<file path="config.mk">
export PLATFORM = sky130hd
export DESIGN_NAME = rand_range_picker_flat
export DESIGN_NICKNAME = d
export VERILOG_FILES = /design/src/rtl/rand_range_picker_if.sv /design/src/rtl/rand_range_picker.sv /design/src/flat_wrapper.sv
export SDC_FILE = /design/constraint.sdc
export NUM_CORES = 1
export LEC_CHECK = 0
export BUFFER_PORTS_ARGS = -buffer_cell sky130_fd_sc_hd__buf_2
export CORE_MARGIN = 2
export CORE_UTILIZATION = 57
export DETAILED_ROUTE_END_ITERATION = 8
export PLACE_DENSITY = 0.9
export SYNTH_ARGS = -nofsm -noshare
export SYNTH_HDL_FRONTEND = slang
export SYNTH_SLANG_ARGS = --single-unit
</file>
<file path="constraint.sdc">
create_clock -name clock -period 2.92 [get_ports clock]
set_input_delay 0.146 -clock clock [delete_from_list [all_inputs] [get_ports clock]]
set_output_delay 0.146 -clock clock [all_outputs]
set_load 0.005 [all_outputs]
</file>
<file path="src/rtl/rand_range_picker_if.sv">
`default_nettype none
// ============================================================================
// Module   : rand_range_picker_if
// Brief    : Request/response and LFSR-side signals of the range picker.
// Revision : 1.0
// ============================================================================
interface rand_range_picker_if;
    logic       req;
    logic [7:0] range;
    logic [7:0] rng_value;
    logic       rng_step;
    logic       busy;
    logic       valid;
    logic [7:0] value;

    modport master (
        output req, range, rng_value,
        input  rng_step, busy, valid, value
    );

    modport slave (
        input  req, range, rng_value,
        output rng_step, busy, valid, value
    );
endinterface
`default_nettype wire

</file>
<file path="src/rtl/rand_range_picker.sv">
`default_nettype none
// ============================================================================
// Module   : rand_range_picker
// Brief    : Steps an 8-bit LFSR on request and reduces the byte modulo N,
//            optionally re-rolling picks that repeat the previous delivery.
// Revision : 1.0
// ============================================================================
module rand_range_picker #(
    parameter bit NO_REPEAT = 1'b1,
    parameter int MAX_RETRY = 3
) (
    input  logic               clock,
    input  logic               reset,
    rand_range_picker_if.slave bus
);

    localparam logic [2:0] IDLE   = 3'd0;
    localparam logic [2:0] STEP   = 3'd1;
    localparam logic [2:0] SAMPLE = 3'd2;
    localparam logic [2:0] REDUCE = 3'd3;
    localparam logic [2:0] CHECK  = 3'd4;

    localparam logic [2:0] RETRY_LIMIT = 3'(MAX_RETRY);

    logic [2:0] state;
    logic [7:0] lim;
    logic [7:0] rem;
    logic [7:0] last;
    logic       last_valid;
    logic [2:0] retry;
    logic       repeat_hit;

    assign repeat_hit = NO_REPEAT && last_valid && (rem == last) && (retry < RETRY_LIMIT);

    always_ff @(posedge clock or negedge reset) begin
        if (!reset) begin
            state        <= IDLE;
            lim          <= 8'd0;
            rem          <= 8'd0;
            last         <= 8'd0;
            last_valid   <= 1'b0;
            retry        <= 3'd0;
            bus.rng_step <= 1'b0;
            bus.busy     <= 1'b0;
            bus.valid    <= 1'b0;
            bus.value    <= 8'd0;
        end else begin
            bus.valid <= 1'b0;
            case (state)
                IDLE: begin
                    if (bus.req) begin
                        if (bus.range >= 8'd2) begin
                            lim          <= bus.range;
                            retry        <= 3'd0;
                            bus.rng_step <= 1'b1;
                            bus.busy     <= 1'b1;
                            state        <= STEP;
                        end else begin
                            // Zero or one choice: answer is 0 without touching the LFSR
                            bus.value  <= 8'd0;
                            bus.valid  <= 1'b1;
                            last       <= 8'd0;
                            last_valid <= 1'b1;
                        end
                    end
                end
                STEP: begin
                    bus.rng_step <= 1'b0;
                    state        <= SAMPLE;
                end
                SAMPLE: begin
                    rem   <= bus.rng_value;
                    state <= REDUCE;
                end
                REDUCE: begin
                    if (rem >= lim) begin
                        rem <= rem - lim;
                    end else begin
                        state <= CHECK;
                    end
                end
                CHECK: begin
                    if (repeat_hit) begin
                        retry        <= retry + 3'd1;
                        bus.rng_step <= 1'b1;
                        state        <= STEP;
                    end else begin
                        bus.value  <= rem;
                        last       <= rem;
                        last_valid <= 1'b1;
                        bus.valid  <= 1'b1;
                        bus.busy   <= 1'b0;
                        state      <= IDLE;
                    end
                end
                default: begin
                    bus.rng_step <= 1'b0;
                    bus.busy     <= 1'b0;
                    state        <= IDLE;
                end
            endcase
        end
    end

endmodule
`default_nettype wire

</file>
<file path="src/flat_wrapper.sv">
// flat-port wrapper written by rule: the top's interface ports become plain ports
module rand_range_picker_flat 
#(
    parameter bit NO_REPEAT = 1'b1,
    parameter int MAX_RETRY = 3
)
  (clock, reset, bus_req, bus_range, bus_rng_value, bus_rng_step, bus_busy, bus_valid, bus_value);
  rand_range_picker_if bus_i ();
  input  logic clock;
  input  logic reset;
  input wire logic [$bits(bus_i.req)-1:0] bus_req;
  input wire logic [$bits(bus_i.range)-1:0] bus_range;
  input wire logic [$bits(bus_i.rng_value)-1:0] bus_rng_value;
  output wire logic [$bits(bus_i.rng_step)-1:0] bus_rng_step;
  output wire logic [$bits(bus_i.busy)-1:0] bus_busy;
  output wire logic [$bits(bus_i.valid)-1:0] bus_valid;
  output wire logic [$bits(bus_i.value)-1:0] bus_value;
  assign bus_i.req = bus_req;
  assign bus_i.range = bus_range;
  assign bus_i.rng_value = bus_rng_value;
  assign bus_rng_step = bus_i.rng_step;
  assign bus_busy = bus_i.busy;
  assign bus_valid = bus_i.valid;
  assign bus_value = bus_i.value;
  rand_range_picker #(.NO_REPEAT(NO_REPEAT), .MAX_RETRY(MAX_RETRY)) u_core (.clock(clock), .reset(reset), .bus(bus_i));
endmodule
</file>
# After elaboration in Yosys (flattened, before gate mapping)
# Cells that the tools add are included.
# totals
reg_bits,34
in_bits,19
out_inout_bits,11
word_cells,71
# op_classes
add_sub_neg,2
magnitude_cmp,3
eq_ne,12
muxes,29
bitwise,2
n_reduce_logical,14
# op_table
cell,n
8-bit 2-to-1 mux,4
8-bit case mux with 2 select lines,2
3-bit 2-to-1 mux,6
4-bit AND reduction,4
3-bit case mux with 5 select lines,1
1-bit 2-to-1 mux,11
8-bit == test,1
8-bit by 2-bit greater-or-equal comparator with 1-bit output (second input constant),1
8-bit greater-or-equal comparator,1
2-bit inequality test (second input constant),4
8-bit subtractor,1
3-bit by 2-bit == test with 1-bit output (second input constant),2
2-bit by 1-bit inequality test with 1-bit output (second input constant),3
1-bit case mux with 3 select lines,2
3-bit case mux with 2 select lines,1
3-bit AND reduction,2
1-bit case mux with 2 select lines,2
2-bit nonzero test,2
3-bit by 1-bit adder with 3-bit output (second input constant),1
3-bit by 1-bit == test with 1-bit output (second input constant),1
3-bit == test (second input constant),1
3-bit logical NOT,1
3-bit by 2-bit < comparator with 1-bit output (second input constant),1
3-bit OR reduction,1
other kinds (4),6

# Logic depth before layout (Yosys ltp)
# depth
depth_word,5
ltp_mapped,10
ltp_nobuf,9

# Worst setup path after synthesis
# Ideal clock, no wire load.
# synth_path
path_kind,register to register
start,register u_core.rem[0]
end,register u_core.rem[5]
setup_ps,125
t_arrival_ps,2242
path_slack_ps,554
stages_incl_launch_ff,10
n_path_buf,0
synth_period_minus_slack_ps,2366
path_cell_list,dfrtp_1 -> inv_1 -> ha_1 -> inv_1 -> fa_1 -> a21oi_2 -> o2111ai_2 -> a221oi_4 -> a21o_1 -> mux2_2
# synth_via
elab_chain_cells,3
word_cells_on_any_way,6
classes_between,add/sub (1); order compare (1); eq/ne (1); mux (2); reduce/logical (1)
# synth_rtl
item,line_no,rtl
start: declaration,rand_range_picker.sv:27,logic [7:0] rem;
start signal: assignment,rand_range_picker.sv:72,rem <= bus.rng_value;
start signal: assignment,rand_range_picker.sv:77,rem <= rem - lim;
8-bit subtractor / 8-bit greater-or-equal comparator (equally long branches),"rand_range_picker.sv:77, rand_range_picker.sv:76",
8-bit 2-to-1 mux / 2-bit by 1-bit inequality test with 1-bit output (equally long branches),--,
8-bit case mux with 2 select lines / 2-bit AND reduction (equally long branches),--,
# Several ways; a longest one is shown, not always the timed one. The select of a mux whose other input is x is not followed.
# A chain may end at the register's enable or synchronous reset.

# Worst setup path after layout
# layout_path
start,register u_core.rem[0]
end,register u_core.rem[3]
# Same word-level chain as after synthesis.

==> results.toml <==
[final_layout]
num-fill-cells = 278
n_antenna_cell = 0
syn2layout_area_growth_pct = 13.3
drive_gt1_frac = 0.232
layout_common_cells = "dfrtp_1 (34), nand2_1 (31), buf_2 (29), inv_1 (16), nand3_1 (14)"
layout_commonest_cell = "dfrtp_1"
finalNetCount = 287

[floorplanning]
rows = 22
core-area_um2 = 3660
io_pins = 30
die-area_um2 = 4320
die_y_um = 65.7
start_util = 0.593
fp.dieW_um = 65.7

[power_and_ir_drop]
power.density_nw_per_um2 = 1350
intPower_mw = 1.80
ir_drop_mv = 0.509
leakage_nw = 1.09
switching_share = 0.459
power_frac_seq = 0.297
p_switching_mw = 1.52
power_frac_clock = 0.109
comb_power_share = 0.594
finalPower_mw = 3.32

[clock_network]
clk_latency_ps = 290
cts_root_buffer = "clkbuf_8"
cts-buffers-inserted = 5
cts.path.max_buffers = 2
cts.clk_slew.worst_paths_ps = 70
post_cts_resized = 0
ctsHtreeMaxLevel = 2
cts_sinks = 34
cts_tree = "done"

[global_route]
grt_pass1_vias = 1789
grt_max_degree = 35
gr-total-overflow = 0
antenna_found_initial = 0
grt_pass1_wl_um = 8540
grtUsageTotal = 0.261

[job]
cap_violations = 0

[synthesis]
synthesis.nets = 256
synth-main-ff-cell = "dfrtp_1"
syn_area_um2 = 2170
yosys_warnings = 0
yosys.area.top_type = "dfrtp_1"
syn-instance-count = 227
synth-edff-count = 0
async_flop_share = 1.00
synth.distinct_cells = 50
syn_area_per_cell_um2 = 9.56
synth_area_leaders = "dfrtp_1 (39%), nand2_1 (5.4%), ha_1 (5.2%)"
yosys_register_bits = 34
synth_seq_area_share = 0.392
synth_top_area_share = 0.392

[routing]
num_vias = 1911
dr.first_iter.drc_count = 168
routed_wl_um = 5040
drc = 0
routed_via_density = 6.22
routedWlPerCell_um = 16.4
antenna_left = 0
first_pass_iters = 4

[critical_path]
crit_top_cell = "inv_1"
crit_chain = "inv_1 > ha_1 > inv_1 > fa_1 > a21oi_2 > o2111ai_2 > a221oi_4 > buf_4 > nor3_1 > a221o_1"
path_max_fanout = 12
endpoint_kind = "register"
startpoint_type = "register"
cp.required_ps = 3090
setup.worst_path.class = "register to register"
arrival_ps = 2740
crit_family = "compound AO/OA/AOI/OAI gates"
crit_slowest_cell = "dfrtp_1"
cp_slowest_stage_delay_ps = 420
path_buf_inv = 3

[sta]
max_freq_ghz = 0.389
fin_skew_ps = 8.62
slew-limit-headroom = 0.514
tns_ps = 0
min_period_over_period = 0.880
rsz0062_at_grt = "false"
worst_slack_ps = 351
maxSlewViolCount = 0
worst_pin_slew_ps = 730
min_period_ps = 2570
final-hold-violation-count = 0
finalSetupViolations = 0

[run_status]
status = "completed"

[placed_design]
post-place-ws_ps = 388
dp_hpwl_um = 3680
io_buffers = 29
place.gp.congestion = 0.984

[min_path]
hold_path_class = "input pin to register"
==> timing repair <==
item / CTS / global route
hold buffers: 1 / 0
setup buffers: 0 / 0
endpoints found under the hold margin: 34 / 0
==> per-layer routing <==
layer	up-vias	share of wire	track usage
met5	-	0	0
met4	0	0.021	0.0755
met3	14	0.064	0.0531
met2	83	0.50	0.439
met1	926	0.42	0.340
li1	888	-	-
==> cells in the mapped netlist (all sizes together), types with 4 or more instances <==
| cell type | n |
|---|---|
| nand2b | 4 |
| ha | 9 |
| a311oi | 4 |
| o311ai | 8 |
| dfrtp | 34 |
| nand2 | 33 |
| o211ai | 4 |
| buf | 4 |
| nand3 | 14 |
| a21oi | 8 |
| o22ai | 4 |
| xnor2 | 10 |
| mux2 | 10 |
| inv | 16 |
| nor2 | 8 |
| nor3 | 6 |
| clkbuf | 6 |
==> layout make-up <==
type	count	area, um2	area share
clock buffers	7	86.3	0.0351
clock inverters	1	5.00	0.00204
inverters	16	60.1	0.0244
multi-input cells	167	1210	0.493
flip-flops and latches	34	851	0.346
well taps	48	60.1	0.0244
repair buffers	34	185	0.0753
==> power groups by stage <==
| stage | combinational, mW | sequential, mW | clock, mW |
|---|---|---|---|
| 6_report | 1.97 | 0.985 | 0.362 |
| 5_1_grt | 2.19 | 1.01 | 0.385 |
| 2_1_floorplan | 1.57 | 0.892 | 0 |
| 3_5_place_dp | 1.94 | 0.984 | 0 |
| 4_1_cts | 1.96 | 0.976 | 0.367 |
| 3_3_place_gp | 1.87 | 0.965 | 0 |
==> final timing paths <==
kind | startpoint | endpoint | slack [ps] | cells past startpoint
max | u_core.rem[0] | u_core.rem[3] | 350 | 10
min | bus_rng_value[1] | u_core.rem[1] | 100 | 2
max reg2reg | u_core.rem[0] | u_core.rem[3] | 350 | 10
min reg2reg | u_core.lim[4] | u_core.lim[4] | 510 | 1
max in group asynchronous | reset | u_core.lim[3] | 2000 | 2
min in group asynchronous | reset | u_core.bus.value[1] | 450 | 2
==> flip-flops by register name (all words and copies together) (netlist names) <==
name	count
u_core.bus.busy	1
u_core.bus.rng_step	1
u_core.bus.valid	1
u_core.bus.value	8
u_core.last_valid	1
u_core.lim	8
u_core.rem	8
u_core.retry	3
u_core.state	3
==> cell families (layout without fill, tap and decap cells) <==
| group | Yosys count | in the layout | synth area share |
|---|---|---|---|
| simple gates | 82 | 82 | 0.187 |
| compound gates | 50 | 50 | 0.195 |
| flops | 34 | 34 | 0.392 |
| buf+inv | 26 | 58 | 0.0501 |
| mux | 13 | 13 | 0.0657 |
| xor+xnor | 12 | 12 | 0.0484 |
| fa+ha+maj | 10 | 10 | 0.0611 |
==> through the flow <==
| step | instances | hold WS (ps) | area [um2] | utilization |
|---|---|---|---|---|
| floorplan | 227 | -150 | 2170 | - |
| global placement | 298 | 254 | 2360 | 0.644 |
| detailed placement | 298 | 255 | 2360 | 0.644 |
| CTS | 307 | 91.8 | 2460 | 0.672 |
| global route | 307 | 102 | 2460 | 0.672 |
| finish | 307 | 95.4 | 2460 | 0.672 |
Power figures use the tool's default switching activity.
